$ cat src/rtl/fc_pkg.sv
// Shared types and helpers for the gray-coded frequency counter path.
// Gray-to-binary conversion handles widths up to FC_MAX_W bits.
package fc_pkg;

  typedef enum logic [1:0] {
    FC_IDLE,
    FC_PRIME,
    FC_RUN
  } fc_state_t;

  localparam int FC_MAX_W       = 64;
  localparam int FC_DATA_WIDTH  = 32;
  localparam int FC_GATE_CYCLES = 100_000_000;
  localparam int FC_MAX_STEP    = 4;

  // Running XOR from the MSB down; bits at or above w come out zero.
  function automatic logic [FC_MAX_W-1:0] gray2bin(
    input logic [FC_MAX_W-1:0] g,
    input int                  w
  );
    logic [FC_MAX_W-1:0] b;
    logic                acc;
    b   = '0;
    acc = 1'b0;
    for (int i = FC_MAX_W - 1; i >= 0; i--) begin
      if (i < w) begin
        acc  = acc ^ g[i];
        b[i] = acc;
      end
    end
    return b;
  endfunction

endpackage

$ cat src/rtl/fc_gate_timer.sv
// Gate window counter 0..GATE_CYCLES-1 with synchronous clear.
// tc_o flags the last reference cycle of a window.
module fc_gate_timer #(
  parameter int GATE_CYCLES = 100_000_000
) (
  input  logic clk,
  input  logic rst_n,
  input  logic run_i,
  input  logic clr_i,
  output logic tc_o
);
  localparam int CW = (GATE_CYCLES > 2) ? $clog2(GATE_CYCLES) : 1;
  localparam logic [CW-1:0] LAST = CW'(GATE_CYCLES - 1);

  logic [CW-1:0] cnt_q, cnt_d;

  assign tc_o = run_i && (cnt_q == LAST);

  always_comb begin
    cnt_d = cnt_q;
    if (clr_i) begin
      cnt_d = '0;
    end else if (run_i) begin
      cnt_d = tc_o ? '0 : cnt_q + 1'b1;
    end
  end

  always_ff @(posedge clk or negedge rst_n) begin
    if (!rst_n) cnt_q <= '0;
    else        cnt_q <= cnt_d;
  end

endmodule

$ cat src/rtl/gray_freq_decoder.sv
// Decodes a resynchronised gray count and reports source edges per gate window.
// Define FC_STEP_CHECK_EN to add the sticky implausible-step detector.
module gray_freq_decoder
  import fc_pkg::*;
#(
  parameter int DATA_WIDTH  = FC_DATA_WIDTH,
  parameter int GATE_CYCLES = FC_GATE_CYCLES,
  parameter int MAX_STEP    = FC_MAX_STEP
) (
  input  logic                  clk,
  input  logic                  rst_n,
  input  logic                  enable_i,
  input  logic [DATA_WIDTH-1:0] gray_i,
  output logic [DATA_WIDTH-1:0] count_o,
  output logic                  valid_o,
  output logic                  busy_o,
  output logic                  step_err_o
);

  fc_state_t             state_q, state_d;
  logic [DATA_WIDTH-1:0] bin_q, bin_d;
  logic [DATA_WIDTH-1:0] base_q, base_d;
  logic [DATA_WIDTH-1:0] count_q, count_d;
  logic                  valid_q, valid_d;
  logic                  busy;
  logic                  tc;
  logic                  tmr_clr;

  assign busy    = (state_q != FC_IDLE);
  assign tmr_clr = !enable_i || !busy;

  assign count_o = count_q;
  assign valid_o = valid_q;
  assign busy_o  = busy;

  fc_gate_timer #(
    .GATE_CYCLES(GATE_CYCLES)
  ) u_timer (
    .clk   (clk),
    .rst_n (rst_n),
    .run_i (busy),
    .clr_i (tmr_clr),
    .tc_o  (tc)
  );

  always_comb begin
    bin_d = DATA_WIDTH'(gray2bin(FC_MAX_W'(gray_i), DATA_WIDTH));
  end

  // A terminal-cycle update completes even if enable falls that cycle.
  always_comb begin
    state_d = state_q;
    base_d  = base_q;
    count_d = count_q;
    valid_d = 1'b0;
    unique case (state_q)
      FC_IDLE: begin
        if (enable_i) state_d = FC_PRIME;
      end
      FC_PRIME: begin
        if (tc) begin
          base_d  = bin_q;
          state_d = FC_RUN;
        end
      end
      FC_RUN: begin
        if (tc) begin
          count_d = bin_q - base_q;
          base_d  = bin_q;
          valid_d = 1'b1;
        end
      end
      default: state_d = FC_IDLE;
    endcase
    if (!enable_i) state_d = FC_IDLE;
  end

  always_ff @(posedge clk or negedge rst_n) begin
    if (!rst_n) begin
      state_q <= FC_IDLE;
      bin_q   <= '0;
      base_q  <= '0;
      count_q <= '0;
      valid_q <= 1'b0;
    end else begin
      state_q <= state_d;
      bin_q   <= bin_d;
      base_q  <= base_d;
      count_q <= count_d;
      valid_q <= valid_d;
    end
  end

`ifdef FC_STEP_CHECK_EN
  localparam logic [DATA_WIDTH-1:0] STEP_LIM = DATA_WIDTH'(MAX_STEP);

  logic [DATA_WIDTH-1:0] prev_q, prev_d;
  logic [DATA_WIDTH-1:0] step;
  logic                  busy_prev_q, busy_prev_d;
  logic                  err_q, err_d;

  // prev is stale on the first busy cycle, so that cycle is not judged.
  always_comb begin
    prev_d      = bin_q;
    busy_prev_d = busy;
    step        = bin_q - prev_q;
    err_d       = err_q;
    if (!enable_i) begin
      err_d = 1'b0;
    end else if (busy && busy_prev_q && (step > STEP_LIM)) begin
      err_d = 1'b1;
    end
  end

  always_ff @(posedge clk or negedge rst_n) begin
    if (!rst_n) begin
      prev_q      <= '0;
      busy_prev_q <= 1'b0;
      err_q       <= 1'b0;
    end else begin
      prev_q      <= prev_d;
      busy_prev_q <= busy_prev_d;
      err_q       <= err_d;
    end
  end

  assign step_err_o = err_q;
`else
  assign step_err_o = 1'b0;
`endif

endmodule

$ cat config.mk
export PLATFORM = sky130hd
export DESIGN_NAME = gray_freq_decoder
export DESIGN_NICKNAME = d
export VERILOG_FILES = /design/src/rtl/fc_pkg.sv /design/src/rtl/fc_gate_timer.sv /design/src/rtl/gray_freq_decoder.sv
export SDC_FILE = /design/constraint.sdc
export NUM_CORES = 1
export LEC_CHECK = 0
export ABC_AREA = 1
export BUFFER_PORTS_ARGS = -buffer_cell sky130_fd_sc_hd__buf_4
export CAP_MARGIN = 30
export CORE_ASPECT_RATIO = 0.7
export CORE_MARGIN = 3
export CORE_UTILIZATION = 30
export CTS_CLUSTER_SIZE = 12
export DETAILED_ROUTE_END_ITERATION = 6
export HOLD_SLACK_MARGIN = 0.08
export PLACE_DENSITY = 0.47
export SYNTH_ARGS = -nofsm -noshare
export SYNTH_HDL_FRONTEND = slang
export SYNTH_HIERARCHICAL = 1
export SYNTH_SLANG_ARGS = --single-unit
$ cat constraint.sdc
create_clock -name clk -period 11.89 [get_ports clk]
set_clock_uncertainty 0.2 [all_clocks]
set_input_delay 0.5945 -clock clk [delete_from_list [all_inputs] [get_ports clk]]
set_output_delay 0.5945 -clock clk [all_outputs]
set_load 0.1 [all_outputs]
# Yosys cells after proc, flatten, opt, wreduce, memory -nomap -nowiden
# Index checks and enable logic that the tools add are counted.
[totals]
out_inout_bits = 35
wordCells = 63
reg_bits = 126
inputBits = 35
[op_classes]
addsub = 2
eq_ne = 5
bitwise_logic = 31
reduce_logical = 11
muxes = 8
[op_table]
columns = ["cell", "n"]
rows = [
  ["$mux 27", 3],
  ["$sub 32x32->32", 1],
  ["$xor 1x1->1", 31],
  ["$add 27x1->27 const B", 1],
  ["$eq 27x27->1 const B", 1],
  ["$pmux 2 s3", 1],
  ["$reduce_and 2->1", 3],
  ["$mux 2", 2],
  ["$reduce_bool 2->1", 2],
  ["$ne 3x2->1 const B", 1],
  ["$eq 2x1->1 const B", 1],
  ["$eq 2x2->1 const B", 1],
  ["$logic_not 1->1", 2],
  ["$logic_not 2->1", 1],
  ["$mux 1", 2],
  ["$ne 2x2->1 const B", 1],
  ["$reduce_or 2->1", 1],
  ["$logic_and 1x1->1", 1],
  ["$logic_or 1x1->1", 1],
]

# Logic depth before layout (Yosys ltp)
[depth]
word_depth = 31
depth_mapped = 50
depth_no_buf = 50

# Hierarchy
# Netlist, hierarchy kept.
[modules_own_cells]
columns = ["module", "cells_each", "seq_area_each_um2", "n_inst", "area_each_um2"]
rows = [
  ["gray_freq_decoder", 643, 2477.4, 1, 5505.3],
  ["fc_gate_timer", 259, 675.6, 1, 1742.9],
]

# Least setup slack after synthesis
# Ideal clock, no wire load.
[synth_timing]
path_type = "input -> register"
startpoint = "input port gray_i[30]"
endpoint = "register bin_q[0]"
path_slack_ps = 7525
path_buffers = 0
arrival_time_ps = 4048
setup_time_ps = 117
t_required_ps = 11573
cell_stages = 36
cell_sequence = "inv_1 -> nand2_1 -> nand3_2 -> nand2_2 -> nand2_2 -> nand3_2 -> nand2_2 -> nand2_1 -> nand3_2 -> nand3_1 -> nand3_1 -> nand3_1 -> nand3_4 -> nand3_1 -> nand3_1 -> nand3_2 -> nand3_1 -> nand3_1 -> nand3_4 -> nand3_1 -> nand3_1 -> nand3_2 -> nand3_1 -> nand3_1 -> nand3_4 -> nand3_1 -> nand3_1 -> nand3_2 -> nand3_1 -> nand3_2 -> nand3_1 -> nand3_2 -> nand2_1 -> nand2_1 -> nand3_1 -> nand2_1"
[synth_via]
elab_chain_cells = 31
[synth_rtl]
columns = ["element", "line_no", "source"]
rows = [
  ["from (decl)", "gray_freq_decoder.sv:13", "input logic [DATA_WIDTH-1:0] gray_i,"],
  ["$xor 1x1->1 (29 in a row)", "fc_pkg.sv:27", "acc = acc ^ g[i];"],
  ["via bin_d[2]", "gray_freq_decoder.sv:21", "logic [DATA_WIDTH-1:0] bin_q, bin_d;"],
  ["$xor 1x1->1 (2 in a row)", "fc_pkg.sv:27", ""],
  ["via bin_d[0]", "gray_freq_decoder.sv:21", ""],
  ["to (signal assigned)", "gray_freq_decoder.sv:87", "bin_q <= bin_d;"],
  ["to (decl)", "gray_freq_decoder.sv:21", ""],
]
# The timed path passes the listed nets, and every way through them passes these cells.
# A chain may end at the register's enable or synchronous reset.

# Worst setup path after layout
[layout_timing]
startpoint = "register bin_q[2]"
endpoint = "register count_q[31] (netlist: count_o[31])"
[layout_via]
elab_chain_cells = 1
[layout_rtl]
columns = ["element", "line_no", "source"]
rows = [
  ["$sub 32x32->32", "gray_freq_decoder.sv:68", "count_d = bin_q - base_q;"],
  ["to (signal assigned)", "gray_freq_decoder.sv:89", "count_q <= count_d;"],
  ["to (decl)", "gray_freq_decoder.sv:23", "logic [DATA_WIDTH-1:0] count_q, count_d;"],
]
# Every way passes these cells.

==> results.cfg <==
[status]
status = finished, final reports clean

[yosys]
ys_top_cells_by_area = dfrtp_1, nand2_1, inv_1
ys_top_cells_by_count = nand2_1, inv_1, dfrtp_1
ys_seq_elements = 126
yosysSeqAreaShare_pct = 43.5
synthArstFlopShare_pct = 100
synth_area_sq_mm = 0.00725
yosysTopAreaCell = dfrtp_1
synthFlopType = dfrtp_1
syn-num-nets = 974
synth_top_area_share_pct = 43.5
yosysWarnings = 6
yosysMostFrequentCell = nand2_1
synth_area_per_cell_sq_um = 8.04
ys_types = 40
synth_edf_count = 0
synthCells = 902

[routing]
avgViaCountPerCell = 4.44
vias = 5782
drtAntennaViolNets = 0
wire_per_inst_um = 12.6
dr.first_iter.drc_count = 258
drc = 0
drt_wl_total_um = 16400
drt_first_pass_iters = 4

[clocking]
cts-buffers-inserted = 17
post_cts.repair.setup_buffers = 0
clock-sinks = 126
htreeDepth = 4
cts_tree = built
cts-resized-gates = 0
path_clk_slew_ns = 0.06
clockBufferDepth = 2
clk_latency_ns = 0.42
cts_root_buf = clkbuf_16

[sta]
setup_viol = 0
hold_viol_final = 0
fin_ws_ns = 7.11
final.period_utilization_pct = 40.2
rsz0062_at_grt = false
fin_crit_ns = 4.78
maxSlewViolCount = 0
max_clock_freq_mhz = 209
tightest_slew_ns = 0.710
tns_ns = 0
max_slew_margin_pct = 52.7

[place]
placed_area_sq_mm = 0.00811
portBuffers = 68
pre_cts_slack_ns = 6.69
dp_hpwl_um = 12200
gp_congestion = 0.822

[cells_and_area]
final_util_pct = 37.6
drive_gt1_share_pct = 18.5
syn_to_final_growth_pct = 20.5
nets = 1050
num_antenna_cells = 0
finalInstanceArea_sq_mm = 0.00873

[global_route]
grt_max_degree = 74
grt_util_all_layers_pct = 13.5
grt_overflow = 0
antenna_found_initial = 0
grt_pass1_wl_um = 27900
grt_pass1_vias = 5625

[critical_path]
r2r_slack_ns = 7.11
worstRegToRegCells = 33
end_kind = register
crit_top_cell = nand2_1
start_kind = register
r2r_end = count_o[31]$_DFFE_PN0P_
worstReg2RegStart = bin_q[2]$_DFF_PN0_
arrival_ns = 4.85
max_stage_delay_ns = 0.38
crit_start = bin_q[2]$_DFF_PN0_
endpoint = count_o[31]$_DFFE_PN0P_
required_ns = 11.96
path_max_fanout = 4
path_class = register to register
cp_slowest_cell = dfrtp_1

[floorplan]
ioPinCount = 70
die_y_um = 136
die_width_um = 192
core_sq_mm = 0.0232
initial_core_util_pct = 31.2
dieArea_sq_mm = 0.0261
floorplan.rows = 46

[worst_hold_path]
hp-start = gray_i[31]
hold_path.class = input pin to register

[power_and_ir_drop]
power_switching_w = 0.000376
p_sw_share_pct = 29.9
leakage_nw = 4.26
power.share.clock_pct = 42.9
p_int_w = 0.000881
vdd_drop_max_mv = 0.0967
p_per_area_mw_per_mm2 = 144
comb_power_share_pct = 20.3
seqPwrFrac_pct = 36.8

[flow_run]
drv_cap = 0
==> worst max-delay path, delay by kind of cell, from the launching register on <==
family	cells	cell delay, ns
AO/OA/AOI/OAI	15	2.23
adder cells (fa/ha/maj)	1	0.36
flip-flops	1	0.38
XOR/XNOR	1	0.17
buffers and inverters	2	0.13
AND/OR/NAND/NOR	14	1.15
==> repair_timing <==
item                                    4_1_cts  5_1_grt
hold endpoints to repair                     72        0
hold buffers                                  1        0
endpoints found under the setup margin        0        0
==> kinds of logic after synthesis <==
logic type | synth area share, %
XOR/XNOR | 3.26
buffers and inverters | 7.79
flip-flops | 43.5
multiplexers | 0.155
AO/OA/AOI/OAI | 10.1
other | 0.0517
AND/OR/NAND/NOR | 28.6
adder cells (fa/ha/maj) | 6.49
==> cell type report <==
| class | instances | area, sq um |
|---|---|---|
| fill | 2371 | 14500 |
| multi-input combinational | 629 | 3540 |
| sequential | 126 | 3150 |
| timing repair buffer | 72 | 547 |
| inverter | 132 | 495 |
| clock buffer | 22 | 474 |
| tap | 312 | 390 |
| clock inverter | 10 | 136 |
==> stage by stage <==
step / instances / hold WS, ns / power [W]
final: 1303 / 0.110 / 0.00126
after global routing: 1303 / 0.0895 / 0.00133
after CTS: 1303 / 0.0822 / 0.00128
after detailed placement: 1270 / 0.268 / 0.000727
after global placement: 1270 / 0.270 / 0.000729
after floorplan: 902 / 0.0989 / 0.000655
==> power groups by stage <==
stage	Combinational [W]	Sequential [W]	Clock, W
6_report	0.000255	0.000462	0.000539
5_1_grt	0.000293	0.000465	0.000574
4_1_cts	0.000259	0.000463	0.000555
3_5_place_dp	0.000257	0.000470	0
3_3_place_gp	0.000258	0.000470	0
2_1_floorplan	0.000190	0.000465	0
==> worst min path at each step <==
stage                                   end  slack, ns  depth (start not counted)
floorplan             base_q[0]$_DFFE_PN0P_        0.1                          0
global placement     count_o[0]$_DFFE_PN0P_       0.27                          2
detailed placement  count_o[23]$_DFFE_PN0P_       0.27                          2
CTS                     bin_q[31]$_DFF_PN0_       0.08                          1
global route            bin_q[31]$_DFF_PN0_       0.09                          1
finish                  bin_q[31]$_DFF_PN0_       0.11                          1
==> state kept, by name, summed over array words and instances, names as in the netlist <==
| name | count |
|---|---|
| u_timer/cnt_q | 27 |
| bin_q | 32 |
| state_q | 2 |
| valid_o | 1 |
| count_o | 32 |
| base_q | 32 |
==> cell usage in the layout (no fill, tap or decap), drive strengths merged, types with 2 or more instances in the layout <==
| cell type | count |
|---|---|
| ha | 36 |
| bufinv | 3 |
| o21ai | 50 |
| clkbuf | 22 |
| o22ai | 3 |
| o21bai | 7 |
| nand2 | 198 |
| a21oi | 66 |
| o211ai | 2 |
| nor3 | 10 |
| clkinv | 4 |
| o31ai | 3 |
| nor2 | 105 |
| buf | 71 |
| dfrtp | 126 |
| inv | 132 |
| xnor2 | 8 |
| nor3b | 3 |
| nand4 | 7 |
| clkinvlp | 3 |
| nand3 | 100 |
| a211oi | 2 |
| a21o | 2 |
| xor2 | 19 |
==> routing by layer <==
layer,part of all wire [%],vias to the layer above,global-route usage [%]
li1,-,3062,-
met2,40,78,19.1
met3,3.5,13,3.14
met4,1.1,0,4.28
met1,55,2629,20.1
met5,0,-,0
Note: power is estimated with default switching activity, not from simulation.
